### src/rtl/ysyx_23060203_read_arbiter.sv
// ysyx_23060203_read_arbiter: 2:1 AXI4 read arbiter (IFU=m0, LSU=m1), one transaction in flight,
// grant held from AR acceptance to the rlast beat, sticky burst-length error.
module ysyx_23060203_read_arbiter #(
    parameter int ADDR_W     = 32,
    parameter int DATA_W     = 32,
    parameter int ID_W       = 4,
    parameter bit FIXED_PRIO = 1'b0
) (
    input  logic              clk,
    input  logic              rstn,
    input  logic              m0_arvalid,
    output logic              m0_arready,
    input  logic [ADDR_W-1:0] m0_araddr,
    input  logic [ID_W-1:0]   m0_arid,
    input  logic [7:0]        m0_arlen,
    input  logic [2:0]        m0_arsize,
    input  logic [1:0]        m0_arburst,
    output logic              m0_rvalid,
    input  logic              m0_rready,
    output logic [DATA_W-1:0] m0_rdata,
    output logic [1:0]        m0_rresp,
    output logic [ID_W-1:0]   m0_rid,
    output logic              m0_rlast,
    input  logic              m1_arvalid,
    output logic              m1_arready,
    input  logic [ADDR_W-1:0] m1_araddr,
    input  logic [ID_W-1:0]   m1_arid,
    input  logic [7:0]        m1_arlen,
    input  logic [2:0]        m1_arsize,
    input  logic [1:0]        m1_arburst,
    output logic              m1_rvalid,
    input  logic              m1_rready,
    output logic [DATA_W-1:0] m1_rdata,
    output logic [1:0]        m1_rresp,
    output logic [ID_W-1:0]   m1_rid,
    output logic              m1_rlast,
    output logic              out_arvalid,
    input  logic              out_arready,
    output logic [ADDR_W-1:0] out_araddr,
    output logic [ID_W-1:0]   out_arid,
    output logic [7:0]        out_arlen,
    output logic [2:0]        out_arsize,
    output logic [1:0]        out_arburst,
    input  logic              out_rvalid,
    output logic              out_rready,
    input  logic [DATA_W-1:0] out_rdata,
    input  logic [1:0]        out_rresp,
    input  logic [ID_W-1:0]   out_rid,
    input  logic              out_rlast,
    output logic              len_err
);
    localparam logic [1:0] IDLE = 2'd0;
    localparam logic [1:0] ADDR = 2'd1;
    localparam logic [1:0] DATA = 2'd2;

    logic [1:0] state;
    logic       grant;
    logic       last_served;
    logic [7:0] beat_cnt;
    logic [7:0] arlen_q;
    logic       in_addr;
    logic       in_data;
    logic       sel;
    logic       r_hs;

    assign in_addr = state == ADDR;
    assign in_data = state == DATA;
    // Tie: fixed priority favours the LSU, otherwise whoever was not served last.
    assign sel  = (m0_arvalid & m1_arvalid) ? (FIXED_PRIO ? 1'b1 : ~last_served) : m1_arvalid;
    assign r_hs = out_rvalid & out_rready;

    assign out_arvalid = in_addr & (grant ? m1_arvalid : m0_arvalid);
    assign out_araddr  = in_addr ? (grant ? m1_araddr  : m0_araddr)  : '0;
    assign out_arid    = in_addr ? (grant ? m1_arid    : m0_arid)    : '0;
    assign out_arlen   = in_addr ? (grant ? m1_arlen   : m0_arlen)   : '0;
    assign out_arsize  = in_addr ? (grant ? m1_arsize  : m0_arsize)  : '0;
    assign out_arburst = in_addr ? (grant ? m1_arburst : m0_arburst) : '0;
    assign m0_arready  = in_addr & ~grant & out_arready;
    assign m1_arready  = in_addr & grant & out_arready;

    assign out_rready = in_data & (grant ? m1_rready : m0_rready);
    assign m0_rvalid  = in_data & ~grant & out_rvalid;
    assign m1_rvalid  = in_data & grant & out_rvalid;
    assign m0_rdata   = (in_data & ~grant) ? out_rdata : '0;
    assign m0_rresp   = (in_data & ~grant) ? out_rresp : '0;
    assign m0_rid     = (in_data & ~grant) ? out_rid   : '0;
    assign m0_rlast   = in_data & ~grant & out_rlast;
    assign m1_rdata   = (in_data & grant) ? out_rdata : '0;
    assign m1_rresp   = (in_data & grant) ? out_rresp : '0;
    assign m1_rid     = (in_data & grant) ? out_rid   : '0;
    assign m1_rlast   = in_data & grant & out_rlast;

    always_ff @(posedge clk or negedge rstn) begin
        if (!rstn) begin
            state       <= IDLE;
            grant       <= 1'b0;
            last_served <= 1'b1;
            beat_cnt    <= '0;
            arlen_q     <= '0;
            len_err     <= 1'b0;
        end else begin
            case (state)
                IDLE: if (m0_arvalid | m1_arvalid) begin
                    grant   <= sel;
                    arlen_q <= sel ? m1_arlen : m0_arlen;
                    state   <= ADDR;
                end
                ADDR: if (out_arvalid & out_arready) begin
                    beat_cnt    <= '0;
                    last_served <= grant;
                    state       <= DATA;
                end
                DATA: if (r_hs) begin
                    beat_cnt <= beat_cnt + 8'd1;
                    // Early or late rlast both flag, but only rlast ends the burst.
                    if (out_rlast) begin
                        if (beat_cnt != arlen_q) len_err <= 1'b1;
                        state <= IDLE;
                    end else if (beat_cnt == arlen_q) begin
                        len_err <= 1'b1;
                    end
                end
                default: state <= IDLE;
            endcase
        end
    end
endmodule
### config.mk
export PLATFORM = sky130hd
export DESIGN_NAME = ysyx_23060203_read_arbiter
export DESIGN_NICKNAME = d
export VERILOG_FILES = /design/src/rtl/ysyx_23060203_read_arbiter.sv
export SDC_FILE = /design/constraint.sdc
export NUM_CORES = 1
export LEC_CHECK = 0
export ABC_AREA = 1
export BUFFER_PORTS_ARGS = -buffer_cell sky130_fd_sc_hd__buf_4
export CORE_AREA = 4 4 106 108
export CTS_BUF_LIST = sky130_fd_sc_hd__clkbuf_4
export DETAILED_ROUTE_END_ITERATION = 12
export DIE_AREA = 0 0 110 112
export PLACE_DENSITY = 0.65
export SYNTH_ARGS = -nofsm -noshare
export SYNTH_HDL_FRONTEND = slang
export SYNTH_SLANG_ARGS = --single-unit
### constraint.sdc
create_clock -name clk -period 1.8 [get_ports clk]
set_input_delay 0.18 -clock clk [delete_from_list [all_inputs] [get_ports clk]]
set_output_delay 0.18 -clock clk [all_outputs]
set_load 0.1 [all_outputs]
# --- Yosys cells after proc, flatten, opt, wreduce, memory -nomap -nowiden ---
# Index checks and enable logic that the tools add are counted.
# W data, S select, Z words.
totals:
  out_inout_bits: 134
  reg_bits: 21
  elab_cells: 73
  inputBits: 145
classes:
  n_addsub: 1
  n_reduce_logical: 8
  bitwise: 18
  eq_ne: 9
  n_mux: 31
ops:
  columns: ["op", "n"]
  rows:
  - ["$mux W32", 4]
  - ["$mux W8", 5]
  - ["$mux W2", 8]
  - ["$mux W4", 4]
  - ["$pmux W8 S2", 1]
  - ["$and A1 B1 Y1", 15]
  - ["$add A8 B1 Y8 const B", 1]
  - ["$eq A8 B8 Y1", 1]
  - ["$ne A8 B8 Y1", 1]
  - ["$reduce_and A4 Y1", 2]
  - ["$mux W1", 6]
  - ["$mux W3", 2]
  - ["$ne A2 B1 Y1 const B", 3]
  - ["$pmux W2 S3", 1]
  - ["$ne A2 B2 Y1 const B", 2]
  - ["$reduce_and A2 Y1", 2]
  - ["$reduce_bool A2 Y1", 2]
  - ["$reduce_and A3 Y1", 1]
  - ["$eq A2 B1 Y1 const B", 1]
  - ["$eq A2 B2 Y1 const B", 1]
  - ["$logic_not A2 Y1", 1]
  - ["$not A1 Y1", 2]
  - ["$or A1 B1 Y1", 1]

# --- Logic depth before layout (Yosys ltp) ---
# Gate-level depths: netlist (run 1).
depth:
  depth_word: 5
  mapped_depth: 10

# --- Worst setup path after synthesis (run 1) ---
# OpenSTA, ideal clock, no wires.
synth_timing:
  kind: "reg-to-output"
  from: "reg state[0]"
  to: "out m0_rdata[0]"
  required_time_ns: 1.620
  path_stages_with_launch: 5
  arrival_time_ns: 2.166
  setup_slack_ns: -0.546
  path_cell_list: "dfrtp_1 -> nor2_4 -> nand2_1 -> clkbuf_1 -> nor2_1"
synth_via:
  elab_chain_cells: 3
synth_rtl:
  columns: ["item", "line_no", "source"]
  rows:
  - ["start, declared", "56", "logic [1:0] state;"]
  - ["start signal, assigned", "95", "state <= IDLE;"]
  - ["start signal, assigned", "106", "state <= ADDR;"]
  - ["start signal, assigned", "111", "state <= DATA;"]
  - ["$eq A2 B2 Y1", "67", "assign in_data = state == DATA;"]
  - ["$and A1 B1 Y1", "84", "assign m0_rdata = (in_data & ~grant) ? out_rdata : '0;"]
  - ["$mux W32", "84", null]
  - ["end, declared", "20", "output logic [DATA_W-1:0] m0_rdata,"]
# Every way passes these cells.

# --- Worst setup path after layout (run 1) ---
layout_timing:
  from: "reg state[0]"
  to: "out m1_rdata[19]"
layout_via:
  elab_chain_cells: 3
layout_rtl:
  columns: ["item", "line_no", "source"]
  rows:
  - ["$eq A2 B2 Y1", "67", null]
  - ["$and A1 B1 Y1", "88", "assign m1_rdata = (in_data & grant) ? out_rdata : '0;"]
  - ["$mux W32", "88", null]
  - ["end, declared", "33", "output logic [DATA_W-1:0] m1_rdata,"]
# Every way passes these cells.

==> flow_summary_export.csv, run 1 <==
group,metric,value,unit
critical_path,arrival,1680,ps
drt,dr.pass1.iters,4,
synthesis,synth_cells,464,
critical_path,path_depth,5,
synthesis,ys_seq_area_share,21.3,%
critical_path,crit_path_start,"state[0]",
drt,via_per_inst,4.83,
clocking,cts.sinks,21,
final_layout,fin_nets,882,
critical_path,endpoint,"m1_rdata[19]",
timing,rsz0062_at_grt,"true",
critical_path,crit_path_max_fanout,40,
critical_path,r2r_cells,10,
final_layout,final_util,66.1,%
timing,fmax,538,MHz
synthesis,netlist_area,2470,um^2
place,pre_cts_ws,240,ps
final_layout,n_antenna_cell,0,
critical_path,rr_endpoint,"beat_cnt[7]",
floorplanning,die_w,110,um
place,place.gp.congestion,0.860,
grt,grt.overflow.total,0,
timing,fin_setup_tns,-1020,ps
critical_path,r2r_slack,150,ps
synthesis,synthesis.nets,610,
grt,grt_max_degree,54,
final_layout,nFillCells,777,
synthesis,ys_types,24,
clocking,numCtsBuffers,3,
critical_path,required,1620,ps
timing,final.setup.worst_slack,-57.2,ps
critical_path,critPathKind,"reg -> out",
synthesis,ys_warn_count,0,
timing,finClkSkew,1.29,ps
place,portBuffers,278,
synthesis,ys_ff_latch,21,
grt,antenna_found_initial,0,
drt,drt_iter0_drc,208,
place,hpwl,9890,um
critical_path,end_kind,"primary output",
timing,tightest_slew,311,ps
critical_path,slowest_delay,450,ps
grt,grt_pass1_wl,20300,um
timing,setup_violations,61,
timing,hold_viol,0,
drt,drc,0,
worst_hold_path,hold_class,"in -> reg",
floorplanning,die_y,112,um
timing,period_minus_slack,1860,ps
run_status,outcome,"finished, violations left",
clocking,htreeDepth,1,
critical_path,critPathBufInv,2,
critical_path,crit_slowest_cell,"dfrtp_1",
drt,dr_total_vias,4205,
clocking,cts_tree,"yes",
floorplanning,ios,279,
pwr,leakagePower,0.00329,uW
timing,drv_slew,0,
drt,wire_per_inst,17.8,um
final_layout,layout_common_cells,"buf_4 (150), buf_12 (104), nand3_1 (103)",
run,drv_cap,0,
final_layout,final_common_cell,"buf_4",
floorplanning,core,10200,um^2
final_layout,drive_above_1_share,56.9,%
critical_path,path_cells,"nor2_4, nand2_1, buf_12, nor2_1, buf_6",
critical_path,start_kind,"register",
floorplanning,num_rows,37,
timing,min_period_over_period,103,%
timing,slew_headroom,79.3,%
floorplanning,start_util,24.2,%
run_status,violations,"negative setup slack",
clocking,cts_max_path_buffers,2,
clocking,clock-root-buffer,"clkbuf_4",
critical_path,crit_family,"buffers and inverters",
clocking,clock_latency,300,ps
floorplanning,fp.dieArea,12300,um^2
clocking,clkSlewWorstSetupHoldPaths,120,ps
drt,ant_nets,0,
pwr,powerDensity,2140,nW/um^2
final_layout,area.growth.synth_to_final,173,%
pwr,ir_worst_vdd,1700,uV
critical_path,r2r-start,"state[0]",
drt,wirelength,15500,um
grt,first_global_vias,4169,
grt,track_usage,20.2,%
synthesis,avgSynthCellArea,5.33,um^2
## logic make-up after synthesis
family / Yosys count / share of synthesized area (%)
flip-flops: 21 / 21.3
adder cells (fa/ha/maj): 1 / 0.506
buffers and inverters: 95 / 15.1
XOR/XNOR: 6 / 2.12
AO/OA/AOI/OAI: 30 / 6.78
AND/OR/NAND/NOR: 311 / 54.2
## how the worst min path moves through the flow
stage                start           to  slack, ps  depth (start not counted)
6_report       m1_arlen[1]   arlen_q[1]        150                          3
5_1_grt        m1_arlen[4]   arlen_q[4]        150                          3
4_1_cts        m1_arlen[4]   arlen_q[4]        140                          3
3_5_place_dp          rstn   arlen_q[1]         80                          1
3_3_place_gp          rstn  beat_cnt[1]         80                          1
2_1_floorplan         rstn   arlen_q[0]       -120                          0
## synthesized netlist by cell type (all sizes together)
master	instances	share of area [%]
nand2	103	16
nand3b	1	0.30
nor2	100	16
and2	1	0.35
xor2	3	1.1
o22ai	5	1.3
xnor2	3	1.1
nand3	104	21
inv	64	9.7
nor3b	1	0.30
dfstp	1	1.1
o21ai	25	5.5
ha	1	0.51
dfrtp	20	20
nand4	1	0.25
clkbuf	15	2.3
buf	16	3.1
## report_power, final
part / switching (uW) / internal [uW]
Sequential: 144 / 643
Clock: 145 / 101
Combinational: 8960 / 4470
## per-layer routing
metal | share of wire [%] | GRT usage (%) | up-vias
met1 | 33 | 21.2 | 1970
li1 | - | - | 1994
met5 | 0 | 0 | -
met4 | 3.9 | 6.65 | 0
met2 | 55 | 37.5 | 201
met3 | 8.4 | 6.03 | 40
## state kept, by name, indices dropped and copies added, names as in the netlist
signal,flops
grant,1
arlen_q,8
state,2
len_err,1
last_served,1
beat_cnt,8
## metrics by stage
stage	total power (uW)	hold slack [ps]	instance area, um^2	std cells
4_1_cts	12900	144	5800	862
6_report	14500	155	6760	871
2_1_floorplan	8910	-116	2680	464
5_1_grt	15000	146	6760	871
3_5_place_dp	11100	83.7	4960	856
3_3_place_gp	11000	82.9	4960	856
## what timing repair did
action / 4_1_cts / 5_1_grt
setup buffers: 1 / 2
endpoints found under the hold margin: 21 / 0
setup endpoints to repair: 132 / 132
pin swaps: 1 / 2
gates resized for setup: 205 / 190
cloned: 0 / 7
hold buffers: 1 / 0
## cell type report
type / instances / area [um^2] / area share [%]
clock buffer: 4 / 30.0 / 0.444
inverter: 64 / 240 / 3.55
multi-input combinational: 348 / 2020 / 29.8
sequential: 21 / 529 / 7.83
tap: 136 / 170 / 2.52
timing repair buffer: 298 / 3780 / 55.9
## worst register-to-register path: cells and delay by family (launching register included)
family | cells | cell delay [ps]
compound gates | 1 | 50
flops | 1 | 440
buf+inv | 4 | 450
simple gates | 5 | 610
Power figures use the tool's default switching activity.
==> inputs of run 2 (changes only) <==
==> config.mk (replaced) <==
export PLATFORM = sky130hd
export DESIGN_NAME = ysyx_23060203_read_arbiter
export DESIGN_NICKNAME = d
export VERILOG_FILES = /design/src/rtl/ysyx_23060203_read_arbiter.sv
export SDC_FILE = /design/constraint.sdc
export NUM_CORES = 1
export LEC_CHECK = 0
export ABC_AREA = 1
export CORE_AREA = 4 4 105 107
export CTS_BUF_LIST = sky130_fd_sc_hd__clkbuf_4
export DETAILED_ROUTE_END_ITERATION = 12
export DIE_AREA = 0 0 109 111
export DONT_BUFFER_PORTS = 1
export SYNTH_ARGS = -nofsm -noshare
export SYNTH_HDL_FRONTEND = slang
export SYNTH_SLANG_ARGS = --single-unit
==> run 2 against run 1 <==
The run still ends with negative setup slack left. Hold slack got worse by 110 ps. Core utilization decreased by 1.5 points. First-iteration DRC count decreased by 13%. Register-to-register slack improved by 20 ps. Final cell count decreased by 15%. Largest power group unchanged.
==> flow_summary_export.csv, run 2 (synthesis gave the netlist of run 1 again) <==
group,metric,value,unit
clocking,cts_max_path_buffers,2,
critical_path,end_kind,"primary output",
critical_path,slowest_delay,450,ps
timing,period_minus_slack,1910,ps
final_layout,fin_cells,736,
timing,fmax,524,MHz
floorplanning,ios,279,
drt,wirelength,15500,um
critical_path,r2r_cells,9,
grt,grt.overflow.total,0,
final_layout,nFillCells,747,
timing,hold_viol,0,
critical_path,critPathBufInv,3,
floorplanning,num_rows,37,
drt,dr.pass1.iters,5,
timing,tightest_slew,954,ps
final_layout,layout_common_cells,"buf_12 (137), nand3_1 (84), inv_1 (59)",
place,place.gp.congestion,0.865,
run,drv_cap,0,
timing,setup_violations,127,
pwr,power_frac_seq,5.2,%
place,post_dp_cell_area,5680,um^2
place,portBuffers,0,
pwr,switching_power,9750,uW
run_status,violations,"negative setup slack",
clocking,clkSlewWorstSetupHoldPaths,130,ps
worst_hold_path,hold_class,"in -> reg",
drt,dr_total_vias,3800,
final_layout,multi_input_area,2350,um^2
floorplanning,start_util,24.4,%
floorplanning,core,10100,um^2
final_layout,fin_nets,747,
final_layout,area.growth.synth_to_final,165,%
drt,via_per_inst,5.16,
clocking,numCtsBuffers,3,
place,place_inst,710,
timing,rsz0062_at_grt,"true",
critical_path,path_cells,"nor2_4, buf_6, clkbuf_16, nand3_1, nand2_2, buf_12",
timing,holdWs,46.5,ps
worst_hold_path,holdPathStages,2,
drt,wire_per_inst,21.0,um
final_layout,reg_top3,"arlen_q (8), beat_cnt (8), state (2)",
timing,min_period_over_period,106,%
grt,antenna_found_initial,0,
critical_path,crit_path_max_fanout,10,
final_layout,n_antenna_cell,0,
clocking,clock_latency,310,ps
pwr,p_int,5750,uW
clocking,cts.sinks,21,
critical_path,path_depth,6,
final_layout,design_area,6550,um^2
pwr,leakagePower,0.00282,uW
drt,ant_nets,0,
timing,final.setup.worst_slack,-109,ps
place,hpwl,10400,um
timing,slew_headroom,36.2,%
drt,drc,0,
final_layout,final_util,64.6,%
floorplanning,fp.dieArea,12100,um^2
clocking,clock-root-buffer,"clkbuf_4",
pwr,clkPwrFrac,1.5,%
floorplanning,die_y,111,um
pwr,powerDensity,2370,nW/um^2
timing,drv_slew,0,
grt,track_usage,20.8,%
grt,first_global_vias,3699,
critical_path,critPathKind,"reg -> out",
run_status,outcome,"finished, violations left",
pwr,ir_worst_vdd,2130,uV
final_layout,final_common_cell,"buf_12",
drt,drt_iter0_drc,182,
floorplanning,die_w,109,um
grt,grt_pass1_wl,20200,um
pwr,comb_power_share,93.3,%
clocking,htreeDepth,1,
critical_path,start_kind,"register",
timing,finClkSkew,6.56,ps
final_layout,drive_above_1_share,56.0,%
final_layout,final-seq-area,528,um^2
timing,fin_setup_tns,-5020,ps
critical_path,required,1620,ps
grt,grt_max_degree,52,
clocking,cts_tree,"yes",
critical_path,crit_slowest_cell,"dfrtp_1",
pwr,swShare,62.9,%
critical_path,crit_family,"buffers and inverters",
critical_path,arrival,1730,ps
[run 2: cell types whose count changed in the layout (fill, tap and decap cells not counted), moves of 13 or more]
cell     delta
nor2_2     +18
nor2_1     -34
buf_12     +33
buf_6      -31
nor2_4     +16
nand3_1    -19
nand3_2    +13
buf_4     -146
[run 2: repair_timing]
action / CTS / global route
hold buffers: 1 / 0
setup buffers: 6 / 0
gates cloned: 4 / 11
endpoints found under the setup margin: 125 / 132
pin swaps: 7 / 15
hold endpoints to repair: 21 / 0
resized for setup: 31 / 61
[run 2: area by class of cell]
type | count | area share [%]
repair buffers | 163 | 49.3
well taps | 136 | 2.60
clock inverters | 1 | 0.0764
clock buffers | 3 | 0.344
multi-input cells | 348 | 35.9
inverters | 64 | 3.70
flip-flops and latches | 21 | 8.06
[run 2: final timing paths]
check / start / endpoint / slack [ps]
max: state[1] / out_araddr[22] / -110
min: m1_arlen[6] / arlen_q[6] / 50
max reg2reg: state[1] / beat_cnt[2] / 170
min reg2reg: len_err / len_err / 490
max in group asynchronous: rstn / grant / 710
min in group asynchronous: rstn / arlen_q[6] / 450
[run 2: power by group through the flow]
| stage | sequential [uW] | clock (uW) | combinational (uW) |
|---|---|---|---|
| global placement | 799 | 0 | 12300 |
| floorplan | 742 | 0 | 8170 |
| finish | 804 | 235 | 14500 |
| CTS | 792 | 237 | 13400 |
| detailed placement | 806 | 0 | 12500 |
| global route | 830 | 268 | 14900 |
[run 2: through the flow]
stage | setup WS (ps) | total power (uW)
3_5_place_dp | 224 | 13300
3_3_place_gp | 267 | 13100
4_1_cts | -43.3 | 14400
6_report | -109 | 15500
2_1_floorplan | -546 | 8910
5_1_grt | -206 | 16000
[run 2: layer usage]
layer / up-vias / part of all wire, % / GRT usage (%)
li1: 1732 / - / -
met1: 1811 / 33 / 22.5
met2: 236 / 57 / 40.5
met3: 21 / 8.3 / 3.96
met4: 0 / 2.4 / 4.46
met5: - / 0 / 0
